File: config.mk
export PLATFORM = sky130hd
export DESIGN_NAME = sa_seq_ctrl
export DESIGN_NICKNAME = d
export VERILOG_FILES = /design/src/rtl/sa_seq_ctrl.sv
export SDC_FILE = /design/constraint.sdc
export NUM_CORES = 1
export LEC_CHECK = 0
export ABC_AREA = 1
export CORE_AREA = 2 2 318 320
export DETAILED_ROUTE_END_ITERATION = 8
export DIE_AREA = 0 0 320 322
export DONT_BUFFER_PORTS = 1
export PLACE_DENSITY = 0.39
export SYNTH_ARGS = -nofsm -noshare
export SYNTH_HDL_FRONTEND = slang
export SYNTH_SLANG_ARGS = --single-unit
File: constraint.sdc
create_clock -name clk -period 3.4 [get_ports clk]
set_input_delay 0.68 -clock clk [delete_from_list [all_inputs] [get_ports clk]]
set_output_delay 0.68 -clock clk [all_outputs]
set_load 0.05 [all_outputs]
File: src/rtl/sa_seq_ctrl.sv
// rtl/sa_seq_ctrl.sv - Tile command sequencer feeding SA_CORE and draining its result vectors
// Optional SA_SEQ_SKEW_EN: per-row input skew plus ROWS-1 diagonal flush cycles at the end of FEED.
module sa_seq_ctrl #(
    parameter int ROWS    = 8,
    parameter int LEN_W   = 16,
    parameter int TIMEOUT = 1024
) (
    input  logic                  clk,
    input  logic                  rstn,
    input  logic                  cmd_valid,
    output logic                  cmd_ready,
    input  logic [LEN_W-1:0]      cmd_len,
    input  logic [$clog2(ROWS):0] cmd_nres,
    input  logic                  in_valid,
    output logic                  in_ready,
    input  logic [ROWS*8-1:0]     in_a,
    input  logic [ROWS*8-1:0]     in_w,
    output logic [ROWS*8-1:0]     core_a,
    output logic [ROWS*8-1:0]     core_w,
    output logic                  core_inpvalid,
    output logic                  core_outread,
    input  logic [ROWS*32-1:0]    core_res,
    input  logic [ROWS-1:0]       core_rvalid,
    output logic                  out_valid,
    input  logic                  out_ready,
    output logic [ROWS*32-1:0]    out_data,
    output logic                  out_last,
    output logic                  done,
    output logic [1:0]            err,
    output logic                  busy
);
    localparam int NRES_W = $clog2(ROWS) + 1;
    localparam int WAIT_W = $clog2(TIMEOUT) + 1;

    typedef enum logic [2:0] {S_IDLE, S_FEED, S_DRAIN, S_OUT, S_FIN} state_t;
    state_t state, state_nxt;

    logic [LEN_W-1:0]  len_q, feed_cnt;
    logic [NRES_W-1:0] nres_q, res_cnt, nres_clamp;
    logic [WAIT_W-1:0] wait_cnt;
    logic cmd_fire, in_fire, out_fire, feed_open, feed_last, feed_done, feed_strobe;
    logic all_valid, timeout_hit, res_last;

    assign all_valid   = &core_rvalid;
    assign timeout_hit = (wait_cnt == WAIT_W'(TIMEOUT - 1));
    assign res_last    = (res_cnt == nres_q - NRES_W'(1));
    assign feed_last   = (feed_cnt == len_q - LEN_W'(1));
    assign cmd_fire    = cmd_valid && (state == S_IDLE);
    assign in_fire     = in_valid && feed_open;
    assign out_fire    = out_ready && (state == S_OUT);

    assign cmd_ready    = (state == S_IDLE);
    assign in_ready     = feed_open;
    assign out_valid    = (state == S_OUT);
    assign core_outread = out_fire;
    assign out_last     = out_fire && res_last;
    assign busy         = (state != S_IDLE);

    // A zero result count still drains one vector; anything above ROWS is capped.
    always_comb begin
        nres_clamp = cmd_nres;
        if (cmd_nres == '0)
            nres_clamp = NRES_W'(1);
        else if (cmd_nres > NRES_W'(ROWS))
            nres_clamp = NRES_W'(ROWS);
    end

`ifdef SA_SEQ_SKEW_EN
    logic              flushing;
    logic [NRES_W-1:0] flush_cnt;
    logic [7:0]        a_pipe [ROWS][ROWS];
    logic [7:0]        w_pipe [ROWS][ROWS];

    assign feed_open   = (state == S_FEED) && !flushing;
    assign feed_strobe = in_fire || flushing;
    assign feed_done   = (ROWS > 1) ? (flushing && flush_cnt == NRES_W'(ROWS - 2))
                                    : (in_fire && feed_last);

    // Stage d of row r; row r is presented from stage r, so bubbles and flush shift in zeros.
    always_ff @(posedge clk or negedge rstn) begin
        if (!rstn) begin
            flushing  <= 1'b0;
            flush_cnt <= '0;
            for (int d = 0; d < ROWS; d++) begin
                for (int r = 0; r < ROWS; r++) begin
                    a_pipe[d][r] <= 8'd0;
                    w_pipe[d][r] <= 8'd0;
                end
            end
        end else begin
            for (int r = 0; r < ROWS; r++) begin
                a_pipe[0][r] <= in_fire ? in_a[8*r +: 8] : 8'd0;
                w_pipe[0][r] <= in_fire ? in_w[8*r +: 8] : 8'd0;
                for (int d = 1; d < ROWS; d++) begin
                    a_pipe[d][r] <= a_pipe[d-1][r];
                    w_pipe[d][r] <= w_pipe[d-1][r];
                end
            end
            if (in_fire && feed_last && (ROWS > 1)) begin
                flushing  <= 1'b1;
                flush_cnt <= '0;
            end else if (flushing) begin
                flush_cnt <= flush_cnt + NRES_W'(1);
                if (feed_done)
                    flushing <= 1'b0;
            end
        end
    end

    always_comb begin
        core_a = '0;
        core_w = '0;
        for (int r = 0; r < ROWS; r++) begin
            core_a[8*r +: 8] = a_pipe[r][r];
            core_w[8*r +: 8] = w_pipe[r][r];
        end
    end
`else
    assign feed_open   = (state == S_FEED);
    assign feed_strobe = in_fire;
    assign feed_done   = in_fire && feed_last;

    always_ff @(posedge clk or negedge rstn) begin
        if (!rstn) begin
            core_a <= '0;
            core_w <= '0;
        end else if (in_fire) begin
            core_a <= in_a;
            core_w <= in_w;
        end
    end
`endif

    always_comb begin
        state_nxt = state;
        case (state)
            S_IDLE:  if (cmd_fire) state_nxt = (cmd_len == '0) ? S_FIN : S_FEED;
            S_FEED:  if (feed_done) state_nxt = S_DRAIN;
            S_DRAIN: begin
                if (all_valid)
                    state_nxt = S_OUT;
                else if (timeout_hit)
                    state_nxt = S_FIN;
            end
            S_OUT:   if (out_fire) state_nxt = res_last ? S_FIN : S_DRAIN;
            S_FIN:   state_nxt = S_IDLE;
            default: state_nxt = S_IDLE;
        endcase
    end

    always_ff @(posedge clk or negedge rstn) begin
        if (!rstn) begin
            state         <= S_IDLE;
            len_q         <= '0;
            nres_q        <= '0;
            feed_cnt      <= '0;
            res_cnt       <= '0;
            wait_cnt      <= '0;
            out_data      <= '0;
            err           <= 2'b00;
            done          <= 1'b0;
            core_inpvalid <= 1'b0;
        end else begin
            state         <= state_nxt;
            done          <= (state_nxt == S_FIN);
            core_inpvalid <= feed_strobe;
            if (cmd_fire) begin
                len_q    <= cmd_len;
                nres_q   <= nres_clamp;
                feed_cnt <= '0;
                res_cnt  <= '0;
                err      <= {1'b0, cmd_len == '0};
            end
            if (in_fire)
                feed_cnt <= feed_cnt + LEN_W'(1);
            // Held at zero outside DRAIN so every DRAIN visit gets the full wait budget.
            wait_cnt <= (state == S_DRAIN) ? wait_cnt + WAIT_W'(1) : '0;
            if (state == S_DRAIN && all_valid)
                out_data <= core_res;
            if (state == S_DRAIN && !all_valid && timeout_hit)
                err[1] <= 1'b1;
            if (out_fire)
                res_cnt <= res_cnt + NRES_W'(1);
        end
    end
endmodule

# Word-level counts from Yosys, hierarchy flattened
# Cells that the tools add are included.
# totals
register_bits,442
output_inout_bits,394
elab_cells,60
# op_classes
n_addsub,5
n_lt_le_gt_ge,1
n_eq_ne,7
muxes,17
reduce_logical,17
# op_table
operator,count
$mux W16,2
$mux W3,7
$add A16 B1 Y16 const B,1
$eq A16 B16 Y1,1
$logic_not A16 Y1,1
$mux W4,4
$sub A16 B1 Y16 const B,1
$pmux W3 S4,1
$add A11 B1 Y11 const B,1
$eq A11 B10 Y1 const B,1
$mux W11,1
$logic_and A1 B1 Y1,8
$reduce_and A8 Y1,1
$eq A3 B2 Y1 const B,2
$reduce_bool A2 Y1,3
$add A4 B1 Y4 const B,1
$eq A4 B4 Y1,1
$gt A4 B4 Y1 const B,1
$logic_not A4 Y1,1
$sub A4 B1 Y4 const B,1
$eq A3 B1 Y1 const B,1
$eq A3 B3 Y1 const B,1
$logic_not A3 Y1,1
$reduce_bool A3 Y1,1
other kinds (3),3

# Depth between registers and ports, before layout
# Gate-level depths: netlist of the first run.
# depth
depth_word,6
depth_mapped,14

# Least setup slack after synthesis of the first run
# Ideal clock, no wire load.
# synth_timing
kind,flip-flop to output port
from,register nres_q[0]
to,output out_last
arrival_ns,1.513
required_ns,2.720
slack_ns,1.207
path_stages_with_launch,7
path_buffers,0
cell_sequence,dfrtp_1 inv_1 ha_1 xnor2_1 nor4_1 nand3_1 inv_1
# synth_between
elab_chain_len,3
# synth_lines
item,line,text
from (decl),39,"logic [NRES_W-1:0] nres_q, res_cnt, nres_clamp;"
from (signal assigned),169,nres_q <= nres_clamp;
$sub A4 B1 Y4,46,assign res_last = (res_cnt == nres_q - NRES_W'(1));
$eq A4 B4 Y1,46,
$logic_and A1 B1 Y1,56,assign out_last = out_fire && res_last;
to (decl),27,"output logic out_last,"
# No other way between the ends.

# Worst setup path in the final report of the first run
# Ends and elaborated chain as after synthesis.

==> results of run 1 <==
==> worst max-delay path by stage <==
stage	from	end	slack, ns	cells after the start
6_report	nres_q[0]	out_last	0.38	6
5_1_grt	state[0]	out_last	0.20	6
4_1_cts	nres_q[0]	out_last	0.32	6
3_5_place_dp	core_rvalid[0]	out_data[103]	0.69	5
3_3_place_gp	state[1]	state[0]	0.79	8
2_1_floorplan	nres_q[0]	out_last	1.21	6
==> stage by stage <==
step	hold WS, ns	instances	utilization [%]	instance area (um2)	total power [W]
after floorplan	0.384	1574	-	18700	0.00953
after global placement	0.395	2822	20.2	20100	0.0102
after detailed placement	0.395	2822	20.2	20100	0.0103
after CTS	-0.306	2916	21.9	21800	0.0160
after global routing	-0.297	2917	21.9	21800	0.0166
final	-0.231	2920	21.9	21800	0.0157
==> state kept, by name, indices dropped and copies added (netlist names), 2 cells and up <==
| name | count |
|---|---|
| core_a | 64 |
| core_w | 64 |
| err | 2 |
| feed_cnt | 16 |
| len_q | 16 |
| nres_q | 4 |
| out_data | 256 |
| res_cnt | 4 |
| state | 3 |
| wait_cnt | 11 |
==> cell usage in the layout, fill, tap and decap left out, types with 7 or more instances in the layout <==
cell type / instances
nand2_1: 517
dfrtp_1: 442
mux2_4: 229
inv_1: 76
nor2_1: 55
clkbuf_16: 51
nand3_1: 37
o21ai_0: 29
mux2_2: 27
a21oi_1: 19
xor2_1: 14
clkinv_2: 14
nand4_1: 12
clkbuf_1: 12
buf_4: 10
xnor2_1: 9
nor3_1: 7
==> worst max-delay path, cell delays in order, from the launching register on <==
cell and delay (ns):
dfrtp_1 0.37, inv_1 0.08, ha_1 0.31, xnor2_1 0.13
nor4_1 0.25, nand3_1 0.21, inv_1 0.38
==> routing by layer <==
metal	GRT usage [%]	vias up	routed length [um]	part of all wire (%)
met4	4.03	16	2010	3.4
met3	5.73	108	7140	12
met5	0	-	103	0.18
li1	-	5098	-	-
met1	12.0	5630	21800	37
met2	17.5	577	27600	47
==> layout make-up <==
| class | instances | share of cell area, % |
|---|---|---|
| Antenna cell | 4 | 0.0459 |
| Clock buffer | 69 | 6.44 |
| Timing Repair Buffer | 14 | 0.712 |
| Clock inverter | 25 | 1.46 |
| Sequential cell | 442 | 50.7 |
| Inverter | 78 | 1.35 |
| Tap cell | 1298 | 7.45 |
| Multi-Input combinational cell | 990 | 31.8 |
==> power groups by stage <==
stage               clock, W  combinational (W)  sequential (W)
floorplan                  0            0.00159         0.00794
global placement           0            0.00197         0.00826
detailed placement         0            0.00204         0.00822
CTS                  0.00585            0.00202         0.00816
global route         0.00608            0.00232         0.00824
finish               0.00563            0.00198         0.00813
==> cells by family (layout without fill, tap and decap cells) <==
kind of cell / after synthesis / in the layout
and+or+nand+nor: 644 / 644
DFF: 442 / 442
muxes: 258 / 258
buffers and inverters: 142 / 186
AOI/OAI and AO/OA: 60 / 60
xor gates and xnor gates: 23 / 23
adders and majority gates: 5 / 5
other: 0 / 4
==> metrics.md, run 1 <==
| Metric | Value |
|---|---|
| Remaining DRCs | 0 |
| Fillers | 10700 |
| Fmax | 0.331 GHz |
| Die ar. | 0.103 mm2 |
| Slew margin rel. | a little under 40% |
| Core Footprint | 0.0996 mm2 |
| DRT iter0 DRCs | 533 |
| Synthesized net count | 1996 |
| CTS Buf Count | 51 |
| Startpoint types | flip-flop |
| Final wirelength | between 50 and 60 mm |
| I/O Pins | 811 |
| Failing checks | hold timing |
| Fin. Hold Viols | between 400 and 500 |
| Cell taking the most area after synthesis | dfrtp_1 |
| DIE HEIGHT | 322 um |
| IO Port Bufs | 0 |
| Max cap viols | 0 |
| Skew final | between 0.009 and 0.01 ns |
| Top cells by area, synth | dfrtp_1 (59%), mux2_4 (18%), nand2_1 (10%) |
| Leakage power | 11.4 nW |
| Global-route wire length before repair | between 80 and 90 mm |
| Largest family of logic cells by synthesized area | multiplexers |
| Setup Buffers After CTS | 0 |
| Status | finished with violations |
| Worst EP required | 2.72 ns |
| Asr flop ratio synth | 100% |
| Setup TNS | 0 ns |
| Resize count post-CTS | 0 |
| Post-Syn Area | 0.0187 mm2 |
| Predominant post-synthesis flop cell | dfrtp_1 |
| Critical R2R Launch | state[1] |
| Setup Crit Path Kind | reg -> out |
| Flops & latches, synth | around 440 |
| Average wire per standard cell | 20.1 um |
| CTS Sinks | 442 |
| Area delta synth->final | 16.5% |
| Hold Crit Class | in -> async |
| Total global routing overflow | 0 |
| Sw Share | 37.1% |
| Seq/Total Area, Yosys | 59.1% |
| Largest net degree at the start of global routing | 443 |
| Mean post-synth cell area | 11.9 um2 |
| Worst-Skew Late Latency | about 0.61 ns |
| Initial core utilization | 18.8% |
| CP Max Fanout | 4 |
| Initial antenna violation count | 13 |
| Least-Margin Pin Slew | 0.907 ns |
| R2r endpoint | feed_cnt[4] |
| H-Tree Depth | 2 |
| GP Congestion | 0.834 |
| Vias per cell | 3.91 |
| Distinct cells, synth | 35 |
| Switch Pwr | 0.00585 W |
| Post-synth EDFFs | 0 |
| Adder-Cell Fraction of Synth Area | 0.334% |
| R2r setup slk | around 0.85 ns |
| RSZ-0062 raised after global routing | no |
| FF+latch area | 0.0111 mm2 |
| Post-route ant nets | 0 |
| Worst EP arrival | 2.34 ns |
| Share of layout cells above drive strength 1 | between 20% and 30% |
| P per Cell Area | just over 700 mW/mm2 |
| Multi-input gate area | 0.00694 mm2 |
| Final setup vio count | 0 |
| Dpl ws | 0.695 ns |
| Min Tclk post-route | 3.02 ns |
| Synth cell count leaders | nand2_1 (517), dfrtp_1 (442), mux2_4 (229) |
| Clock slew at reported path FFs | around 0.060 ns |
| Combinational share of power | around an eighth |
| Post-synthesis mux area share | between 20% and 30% |
| Root Driver | clkbuf_16 |
| Worst IR Drop VDD | 0.400 mV |
| Worst Reg-to-Reg Cells | 7 |
| CTS tree | built |
| Pint | 0.00989 W |
| Pins Over Slew Limit | 0 |
| Synth warnings | 0 |
| Simple-gate share of the synthesized area | 13.7% |
| Core Rows | 116 |
| Vias | 11400 |
| Tcrit/Tclk final | 88.9% |
| Mapped Cells | 1574 |
| Critical path capture point type | output pin |
| Post-synth top area share | 59.1% |
| Share of power burned in the clock network | between 30% and 40% |
| Reg power frac | 51.7% |
| GR Util All Layers | 10.8% |
| Worst hold slack | -0.231 ns |
| Max clock buf depth | 3 |
| HPWL Detailed | 44.1 mm |
| Layout Nets | 1999 |
| Die span in x | roughly 320 um |
| Setup WS post-layout | 0.378 ns |
| Synth Area in XOR/XNOR | under 10% |
| Vias in the first global route | approximately 12000 |
| Most frequent cell after synthesis | nand2_1 |
| Post-synthesis compound-gate area fraction | 1.74% |
| First-pass iteration count of the detailed router | 4 |
Note: power is estimated with default switching activity, not from simulation.
==> run 2, diff against run 1 <==
- PLACE_DENSITY: 0.39 -> not set
- clock period: 3.4 -> 3.38 ns (I/O delays scaled with it)
==> metrics.md, run 2 (same netlist as run 1, synthesis figures left out) <==
| Metric | Value |
|---|---|
| Status | finished with violations |
| Failing checks | hold timing |
| DR WL met2 | 26.1 mm (-5.6%) |
| Fmax | between 0.3 and 0.4 GHz |
| Critical path capture point type | output pin |
| Switch Pwr | 0.00589 W (+0.77%) |
| HPWL Detailed | 43.7 mm (-1.1%) |
| Least-Margin Pin Slew | 0.944 ns (+0.0375 ns) |
| Core Footprint | 0.0996 mm2 (unchanged) |
| Die span in x | 320 um (unchanged) |
| Top layer in use | met5 |
| Largest registers | out_data (256), core_a (64), core_w (64) |
| Commonest non-fill, non-tap cell in the layout | nand2_1 |
| Max cap viols | 0 (unchanged) |
| Post-Place Cells | 2832 (+0.35%) |
| CTS Buf Count | 50 (-2.0%) |
| Worst EP arrival | 2.28 ns (-0.06 ns) |
| I/O Pins | 811 (unchanged) |
| Average wire per standard cell | 19.8 um (-1.5%) |
| GR Util All Layers | 10.5% (-0.30 points) |
| Pint | 0.00998 W (+0.92%) |
| CTS Sinks | 442 (unchanged) |
| Share of power burned in the clock network | 36.1% (+0.3 points) |
| Resize count post-CTS | 0 (unchanged) |
| Largest net degree at the start of global routing | 443 (unchanged) |
| Cell Count, Final, Fillers Out | 2932 (+0.41%) |
| GP Congestion | 0.829 (-0.68%) |
| Root Driver | clkbuf_16 |
| First-pass iteration count of the detailed router | 5 (+1) |
| Worst hold slack | -0.235 ns (-0.00427 ns) |
| IO Port Bufs | 0 (unchanged) |
| Slowest CP cell | inv_1 |
| H-Tree Depth | 2 (unchanged) |
| Setup TNS | 0 ns (unchanged) |
| Pins Over Slew Limit | 0 (unchanged) |
| CTS tree | built |
| Initial core utilization | 18.8% (unchanged) |
| Combinational share of power | 12.7% (about the same) |
| Vias in the first global route | 11600 (-3.2%) |
| Remaining DRCs | 0 (unchanged) |
| Die ar. | 0.103 mm2 (unchanged) |
| Cell Chain, Critical Path | inv_1, ha_1, xnor2_1, nor4_1, nand3_1, inv_1 |
| Worst-Skew Late Latency | 0.64 ns (+0.03 ns) |
| Top reg by flops | out_data |
| Vias | 11400 (-0.52%) |
| Layout Nets | 2008 (+0.45%) |
| Fin. Hold Viols | 442 (unchanged) |
| Cell seen most often among critical-path stages | inv_1 |
| Commonest non-fill, non-tap cells in the layout | nand2_1 (517), dfrtp_1 (442), mux2_4 (229) |
| DRT iter0 DRCs | 605 (+14%) |
| Share of layout cells above drive strength 1 | 22.7% (+0.43 points) |
| FF+latch area | 0.0111 mm2 (unchanged) |
| Startpoint types | flip-flop |
| Slew margin rel. | 37.0% (-2.5 points) |
| RSZ-0062 raised after global routing | no |
| Max reg flops | 256 (unchanged) |
| Initial antenna violation count | 14 (+1) |
| R2r setup slk | 1.11 ns (+0.26 ns) |
| Final setup vio count | 0 (unchanged) |
| Setup WS post-layout | 0.421 ns (+0.0429 ns) |
| Worst IR Drop VDD | 0.431 mV (+7.9%) |
| CP Max Fanout | 4 (unchanged) |
| Skew final | 0.0227 ns (+0.0131 ns) |
| Clock slew at reported path FFs | 0.06 ns (about the same) |
| Tcrit/Tclk final | 87.5% |
| Dpl ws | 0.770 ns (+0.0748 ns) |
| Setup Crit Path Kind | reg -> out |
| DIE HEIGHT | 322 um (unchanged) |
| Wl on met1 | 21.5 mm (-1.5%) |
| Core Rows | 116 (unchanged) |
| Total global routing overflow | 0 (unchanged) |
| Reg power frac | 51.2% (-0.5 points) |
| Metal3 WL | 7.20 mm (+0.80%) |
| Max clock buf depth | 3 (unchanged) |
| Fillers | 10600 (-0.68%) |
| Setup Buffers After CTS | 0 (unchanged) |
| Vias per cell | 3.88 (-0.92%) |
| Delay of the slowest critical-path stage | 0.38 ns (about the same) |
| Multi-input gate area | 0.00694 mm2 (unchanged) |
| Worst EP required | 2.70 ns (-0.02 ns) |
| Hold Crit Class | in -> async |
| Leakage power | 11.4 nW (+0.47%) |
| Sw Share | 37.1% (about the same) |
| Final wirelength | 58.0 mm (-1.1%) |
| Area delta synth->final | 17.1% |
| Post-route ant nets | 0 (unchanged) |
| Global-route wire length before repair | 79.8 mm (-4.4%) |
| P per Cell Area | 724 mW/mm2 (+0.30%) |
| Min Tclk post-route | between 2 and 3 ns |
-- run 2: cell count changes in the layout (fill, tap and decap cells not counted), moves of 3 or more --
cell / change
clkinv_2: -10
buf_4: +9
clkbuf_8: +6
clkinv_4: +3
diode_2: +3
-- run 2: layout make-up --
class                   instances  share of cell area [%]
flip-flops and latches        442                    50.4
multi-input cells             990                    31.6
well taps                    1298                    7.41
clock buffers                  74                    6.66
inverters                      78                    1.35
clock inverters                19                    1.31
repair buffers                 24                    1.11
diodes                          7                  0.0799
-- run 2: final timing paths --
| check | startpoint | cells past startpoint | end |
|---|---|---|---|
| max | nres_q[0] | 6 | out_last |
| min | rstn | 0 | out_data[207] |
| max reg2reg | state[1] | 8 | feed_cnt[4] |
| min reg2reg | wait_cnt[0] | 1 | wait_cnt[0] |
| max in group asynchronous | rstn | 0 | nres_q[2] |
| min in group clk | in_w[2] | 2 | core_w[2] |
-- run 2: stage by stage --
step,power [W],utilization (%),area [um2],hold slack (ns)
after CTS,0.0161,22.0,21900,-0.309
after detailed placement,0.0102,20.2,20200,0.389
after global routing,0.0167,22.0,21900,-0.285
after floorplan,0.00959,-,18700,0.380
final,0.0159,22.0,21900,-0.235
after global placement,0.0102,20.2,20200,0.389
-- run 2: worst max-delay path: cells and delay by family (launching register included) --
kind                       cells  cell delay [ns]
buffers and inverters          2             0.46
and+or+nand+nor                2             0.42
DFF                            1             0.36
adders and majority gates      1             0.30
xor gates and xnor gates       1             0.12
-- run 2: layer usage --
layer / global-route usage, % / vias up
li1: - / 5132
met1: 11.3 / 5466
met2: 16.1 / 634
met3: 5.70 / 124
met5: 0 / -
met4: 6.64 / 14
-- run 2: power by group through the flow --
stage	registers [W]	logic, W	clock network [W]
after floorplan	0.00799	0.00160	0
after global placement	0.00822	0.00198	0
after detailed placement	0.00820	0.00204	0
after CTS	0.00813	0.00203	0.00594
after global routing	0.00821	0.00233	0.00612
final	0.00813	0.00201	0.00573
==> run 3, diff against run 2 <==
- CTS_CLUSTER_SIZE: not set -> 8
- SKIP_CTS_REPAIR_TIMING: not set -> 1
==> metrics.md, run 3 (same netlist as run 1, synthesis figures left out) <==
| Metric | Value |
|---|---|
| Commonest non-fill, non-tap cell in the layout | nand2_1 |
| Worst IR Drop VDD | 0.457 mV (+5.9%) |
| Final setup vio count | 0 (unchanged) |
| Max cap viols | 0 (unchanged) |
| WP depth | 6 (unchanged) |
| Post-route ant nets | 0 (unchanged) |
| Cell Chain, Critical Path | inv_1, ha_1, xnor2_1, nor4_1, nand3_1, inv_1 |
| Total global routing overflow | 0 (unchanged) |
| Least-Margin Pin Slew | 0.865 ns (-0.0789 ns) |
| Setup TNS | 0 ns (unchanged) |
| Slowest CP cell | inv_1 |
| Average wire per standard cell | 20.0 um (+0.96%) |
| Core Footprint | 0.0996 mm2 (unchanged) |
| Final wirelength | 58.2 mm (+0.34%) |
| Largest net degree at the start of global routing | 443 (unchanged) |
| Leakage power | 11.5 nW (+0.36%) |
| CTS tree | built |
| Slew margin rel. | 42.3% (+5.3 points) |
| Setup Crit Path Kind | reg -> out |
| Busiest grt layer | met2 |
| Fmax | 0.341 GHz (+0.77%) |
| Initial antenna violation count | 14 (unchanged) |
| Remaining DRCs | 0 (unchanged) |
| Worst hold slack | -0.225 ns (+0.0101 ns) |
| Startpoint types | flip-flop |
| Routing usage on met1 | 11.4% (+0.098 points) |
| Hold Crit Class | in -> async |
| Share of layout cells above drive strength 1 | 22.7% (-0.037 points) |
| IO Port Bufs | 0 (unchanged) |
| Max reg flops | 256 (unchanged) |
| Core Rows | 116 (unchanged) |
| I/O Pins | 811 (unchanged) |
| Delay of the slowest critical-path stage | 0.37 ns (about the same) |
| Top reg by flops | out_data |
| Fin. Hold Viols | 442 (unchanged) |
| Vias | 11400 (+0.12%) |
| Worst EP required | 2.70 ns (about the same) |
| GR Util met2 | 16.1% (unchanged) |
| Initial core utilization | 18.8% (unchanged) |
| Area delta synth->final | 17.6% |
| First-pass iteration count of the detailed router | 4 (-1) |
| Critical path's top delay family | buffers and inverters |
| Tcrit/Tclk final | 86.9% (-0.67 points) |
| Critical path capture point type | output pin |
| Worst-Skew Late Latency | 0.60 ns (-0.04 ns) |
| Largest registers | out_data (256), core_a (64), core_w (64) |
| Vias in the first global route | 11700 (+1.0%) |
| Worst EP arrival | 2.26 ns (-0.02 ns) |
| Pins Over Slew Limit | 0 (unchanged) |
| Global-route wire length before repair | 80.6 mm (+0.99%) |
| R2r endpoint | feed_cnt[4] |
| Cell seen most often among critical-path stages | inv_1 |
| Die span in x | 320 um (unchanged) |
| RSZ-0062 raised after global routing | no |
| CP Max Fanout | 4 (unchanged) |
| Min Tclk post-route | 2.94 ns (-0.0227 ns) |
| H-Tree Depth | 3 (+1) |
| DRT iter0 DRCs | 649 (+7.3%) |
| Worst Reg-to-Reg Cells | 8 (unchanged) |
| P per Cell Area | 734 mW/mm2 (+1.4%) |
| Layout Nets | 2024 (+0.80%) |
| Failing checks | hold timing |
| CTS Buf Count | 66 (+32%) |
| Root Driver | clkbuf_16 |
| Critical R2R Launch | state[1] |
| HPWL Detailed | 43.7 mm (unchanged) |
| DIE HEIGHT | 322 um (unchanged) |
| GP Congestion | 0.829 (unchanged) |
| Die ar. | 0.103 mm2 (unchanged) |
| GR Util All Layers | 10.7% (+0.16 points) |
| Skew final | 0.0229 ns (+0.000115 ns) |
| Clock slew at reported path FFs | 0.05 ns (about the same) |
| Commonest non-fill, non-tap cells in the layout | nand2_1 (517), dfrtp_1 (442), mux2_4 (229) |
| CTS Sinks | 442 (unchanged) |
| Status | finished with violations |
| R2r setup slk | 1.14 ns (+0.03 ns) |
| Met3 Usage GRT | 6.27% (+0.57 points) |
| Crit path buffers/inverters | 2 (unchanged) |
| Max clock buf depth | 3 (unchanged) |
| Vias per cell | 3.91 (+0.74%) |
## run 3: changes by cell type in the layout (fill, tap and decap cells not counted), sizes merged
cell / before / now
clkbuf: 74 / 69
clkinv: 8 / 4
clkinvlp: 2 / 1
bufinv: 5 / 1
diode: 7 / 4
inv: 82 / 81
## run 3: worst max-delay path by stage
| stage | start | slack [ns] | to |
|---|---|---|---|
| 5_1_grt | state[0] | 0.19 | out_last |
| 6_report | nres_q[0] | 0.44 | out_last |
| 3_5_place_dp | core_rvalid[6] | 0.77 | out_data[189] |
| 2_1_floorplan | nres_q[0] | 1.19 | out_last |
| 4_1_cts | state[2] | 0.35 | out_last |
| 3_3_place_gp | core_rvalid[6] | 0.78 | out_data[192] |
## run 3: area by class of cell
type                       count  area [um2]
fill                       10600       77600
sequential                   442       11100
multi-input combinational    990        6940
clock buffer                  69        1680
tap                         1298        1620
inverter                      78         295
timing repair buffer          24         243
clock inverter                 9         154
antenna                        4        10.0
## run 3: power breakdown
part	leakage (nW)	switching [W]	internal, W
clock	0.894	0.00239	0.00361
combinational	4.66	0.00131	0.000699
sequential	5.90	0.00225	0.00589
## run 3: metrics by stage
step                      util [%]  setup slack [ns]  instance area, um2  power (W)  std cells
after floorplan                  -              1.19               18700    0.00959       1574
after global placement        20.2             0.783               20200     0.0102       2832
after detailed placement      20.2             0.770               20200     0.0102       2832
after CTS                     22.1             0.353               22000     0.0164       2910
after global routing          22.1             0.188               22000     0.0170       2914
final                         22.1             0.444               22000     0.0162       2914
## run 3: layer usage
layer | part of all wire (%) | vias to the layer above | wire length (um)
met5 | 0.15 | - | 90
met4 | 5.2 | 14 | 3010
met3 | 13 | 141 | 7500
met2 | 45 | 656 | 26100
met1 | 37 | 5443 | 21500
li1 | - | 5130 | -
